--- config.mk ---
export PLATFORM = sky130hd
export DESIGN_NAME = button_monitor_n_bit
export DESIGN_NICKNAME = d
export VERILOG_FILES = /design/src/rtl/button_monitor_n_bit_pkg.sv /design/src/rtl/button_monitor.sv /design/src/rtl/button_monitor_n_bit.sv
export SDC_FILE = /design/constraint.sdc
export NUM_CORES = 1
export LEC_CHECK = 0
export CAP_MARGIN = 10
export CORE_AREA = 2 2 39 41
export DETAILED_ROUTE_END_ITERATION = 6
export DIE_AREA = 0 0 41 43
export GPL_TIMING_DRIVEN = 0
export PLACE_DENSITY_LB_ADDON = 0.08
export SLEW_MARGIN = 10
export SYNTH_ARGS = -nofsm -noshare
export SYNTH_HDL_FRONTEND = slang
export SYNTH_HIERARCHICAL = 1
export SYNTH_SLANG_ARGS = --single-unit
--- constraint.sdc ---
create_clock -name clock -period 1.3 [get_ports clock]
set_input_delay 0.39 -clock clock [delete_from_list [all_inputs] [get_ports clock]]
set_output_delay 0.39 -clock clock [all_outputs]
set_load 0.005 [all_outputs]
--- src/rtl/button_monitor_n_bit_pkg.sv ---
// Shared constants for the push-button monitor.
// Keys are active-low, so the idle/released level is 1.
package button_monitor_n_bit_pkg;

  localparam logic KEY_RELEASED = 1'b1;
  localparam logic KEY_PRESSED  = 1'b0;

  function automatic logic press_edge(
    input logic prev_lvl,
    input logic cur_lvl
  );
    return (prev_lvl == KEY_RELEASED) &&
           (cur_lvl == KEY_PRESSED);
  endfunction

endpackage

--- src/rtl/button_monitor.sv ---
// Single-bit key synchroniser and press (1->0) edge detector.
// Output is decoded from flops only; no path from key.
module button_monitor
  import button_monitor_n_bit_pkg::*;
(
  input  logic clock,
  input  logic reset,
  input  logic key,
  output logic keyEdge
);

  (* ASYNC_REG = "TRUE" *) logic sync1;
  (* ASYNC_REG = "TRUE" *) logic sync2;
  logic prev;

  // Reset forgets history: every key looks released.
  always_ff @(posedge clock) begin
    if (reset) begin
      sync1 <= KEY_RELEASED;
      sync2 <= KEY_RELEASED;
      prev  <= KEY_RELEASED;
    end else begin
      sync1 <= key;
      sync2 <= sync1;
      prev  <= sync2;
    end
  end

  assign keyEdge = press_edge(prev, sync2);

endmodule

--- src/rtl/button_monitor_n_bit.sv ---
// N-bit push-button monitor: one independent
// sync + press-strobe channel per key bit.
module button_monitor_n_bit
  import button_monitor_n_bit_pkg::*;
#(
  parameter int WIDTH = 4
) (
  input  logic             clock,
  input  logic             reset,
  input  logic [WIDTH-1:0] key,
  output logic [WIDTH-1:0] keyEdge
);

  for (genvar i = 0; i < WIDTH; i++) begin : g_ch
    button_monitor u_ch (
      .clock   (clock),
      .reset   (reset),
      .key     (key[i]),
      .keyEdge (keyEdge[i])
    );
  end

endmodule

==> flow_metrics.py <==
metrics = {
    "status": {
        "outcome": "finished clean",
    },
    "final_layout": {
        "post-route-util_pct": 33.7,
        "nFillCells": 153,
        "multi_input_area_sq_um": 100,
        "nNetsFinal": 48,
        "synthToLayoutAreaGrowth_pct": 37.1,
        "ff_latch_area_sq_um": 240,
        "drive_above_1_share_pct": 19.5,
        "n_antenna_cell": 0,
    },
    "sta": {
        "fmax_ghz": 0.840,
        "hold_viol": 0,
        "fin_ws_ns": 0.110,
        "finalMaxSlewViolations": 0,
        "period_needed_ns": 1.19,
        "finalSetupViolCount": 0,
        "fin_crit_sh_pct": 91.5,
        "hold_slack_ns": 0.411,
        "skew_ns": 0.00314,
        "grt_setup_unrepaired": "false",
        "maxSlewHeadroom_pct": 81.4,
        "worstMarginPinSlew_ns": 0.277,
    },
    "yosys": {
        "ys_ff_latch": 12,
        "ys_types": 3,
        "syn_avg_cell_area_sq_um": 12.2,
        "synth_warnings": 6,
        "syn_nets": 34,
        "yosysSeqAreaShare_pct": 70.6,
        "syn_area_sq_um": 340,
        "synthCells": 28,
    },
    "power_and_ir_drop": {
        "vdd_drop_max_uv": 556,
        "p_leak_nw": 0.184,
        "total_power_mw": 0.703,
        "powerDensity_nw_per_um2": 1510,
    },
    "place": {
        "dpl_worst_slack_ns": -0.0560,
        "hpwlAfterDp_um": 300,
        "port_buffers": 9,
        "globalplace.congestion": 0.540,
    },
    "critical_path": {
        "crit_path_start_kind": "flip-flop",
        "r2r_cells": 1,
        "critPathKind": "reg -> out",
        "critPathRequiredTime_ns": 0.91,
        "end_kind": "primary output",
        "arrival_ns": 0.80,
        "crit_fanout": 1,
    },
    "drt": {
        "wl_met3_um": 30,
        "drt_wl_total_um": 402,
        "dr.pass1.iters": 1,
        "viasPerCell": 3.68,
        "detail-route-antenna-nets": 0,
        "post-route-drc-count": 0,
        "drt-initial-drc-count": 0,
        "dr_wl_met2_um": 167,
        "highest_layer": "met3",
        "routedWlPerCell_um": 7.05,
        "vias": 210,
        "met1_length_um": 204,
    },
    "floorplanning": {
        "core_sq_um": 1380,
        "start_util_pct": 24.6,
        "fp-row-count": 14,
        "die_w_um": 41,
        "fp.dieH_um": 43,
        "pin_count": 10,
        "dieArea_sq_um": 1760,
    },
    "global_routing": {
        "grt_pass1_vias": 158,
        "overflow": 0,
        "grt_pass1_wl_um": 586,
        "grt_max_degree": 13,
        "grt_usage_pct": 5.56,
        "antenna_found_initial": 0,
    },
    "clocking": {
        "clockBufferDepth": 2,
        "cts-root-buf": "clkbuf_4",
        "cts_tree": "yes",
        "numClockSinks": 12,
        "cts_made_buffers": 3,
        "cts_setup_buffers": 0,
        "clk_pin_slew_ns": 0.07,
        "worstSkewPairLatency_ns": 0.26,
        "htree_levels": 1,
    },
    "worst_hold_path": {
        "min_path_cells": 1,
        "hp-class": "reg -> reg",
    },
    "flow_run": {
        "maxCapViolCount": 0,
    },
}
[layout by cell type, fill, tap and decap left out]
| cell | synthesis | layout |
|---|---|---|
| buf_2 | 0 | 1 |
| clkbuf_2 | 0 | 3 |
| clkbuf_4 | 0 | 3 |
| clkbuf_8 | 0 | 1 |
| clkdlybuf4s50_1 | 0 | 5 |
| dfxtp_1 | 12 | 12 |
| nor2b_1 | 4 | 4 |
| or2_1 | 12 | 12 |
[repair_timing]
action                     in CTS  in global routing
gates cloned                    0                  0
hold buffers                    0                  0
pin swaps                       0                  0
gates resized for setup        10                  3
setup endpoints to repair       4                  3
[state kept, by name, indices dropped and copies added (netlist names)]
name and count:
g_ch.u_ch/sync2 4, g_ch.u_ch/prev 4, g_ch.u_ch/sync1 4
[kinds of logic after synthesis]
kind of cell     count (synthesis)  share of synthesized area, %
DFF                             12                          70.6
and+or+nand+nor                 16                          29.4
[layout make-up]
class                      count  area share [%]
tap                           16            4.29
multi-input combinational     16            21.4
sequential                    12            51.5
timing repair buffer           9            15.0
clock buffer                   4            7.77
[where the power goes]
part	internal (mW)	switching [mW]
logic	0.0245	0.0104
clock network	0.170	0.113
registers	0.382	0.00376
total	0.576	0.127
[worst max-delay path, stage by stage, from the launching register on]
cell and delay (ns):
dfxtp_1 0.30, nor2b_1 0.12, clkbuf_2 0.12
[final timing paths]
check / slack (ns) / start / end
worst max-delay path: 0.11 / g_ch[0].u_ch/prev / keyEdge[0]
worst min-delay path: 0.41 / g_ch[0].u_ch/sync1 / g_ch[0].u_ch/sync2
worst max register to register: 0.67 / g_ch[1].u_ch/sync2 / g_ch[1].u_ch/prev
worst min register to register: 0.41 / g_ch[0].u_ch/sync1 / g_ch[0].u_ch/sync2
[metrics by stage]
| step | std cells | TNS [ns] | cell area (sq um) |
|---|---|---|---|
| 2_1_floorplan | 28 | 0 | 340 |
| 3_3_place_gp | 53 | -0.122 | 450 |
| 3_5_place_dp | 53 | -0.518 | 450 |
| 4_1_cts | 57 | 0 | 482 |
| 5_1_grt | 57 | 0 | 467 |
| 6_report | 57 | 0 | 467 |
[per-layer routing]
metal,vias up,GRT usage (%)
li1,112,-
met1,90,6.91
met2,8,5.00
met3,0,3.14
met4,0,8.00
met5,-,0
[cell usage after synthesis (all sizes together)]
cell type / number / area [sq um]
dfxtp: 12 / 240
or2: 12 / 75.1
nor2b: 4 / 25.0
Power figures use the tool's default switching activity.
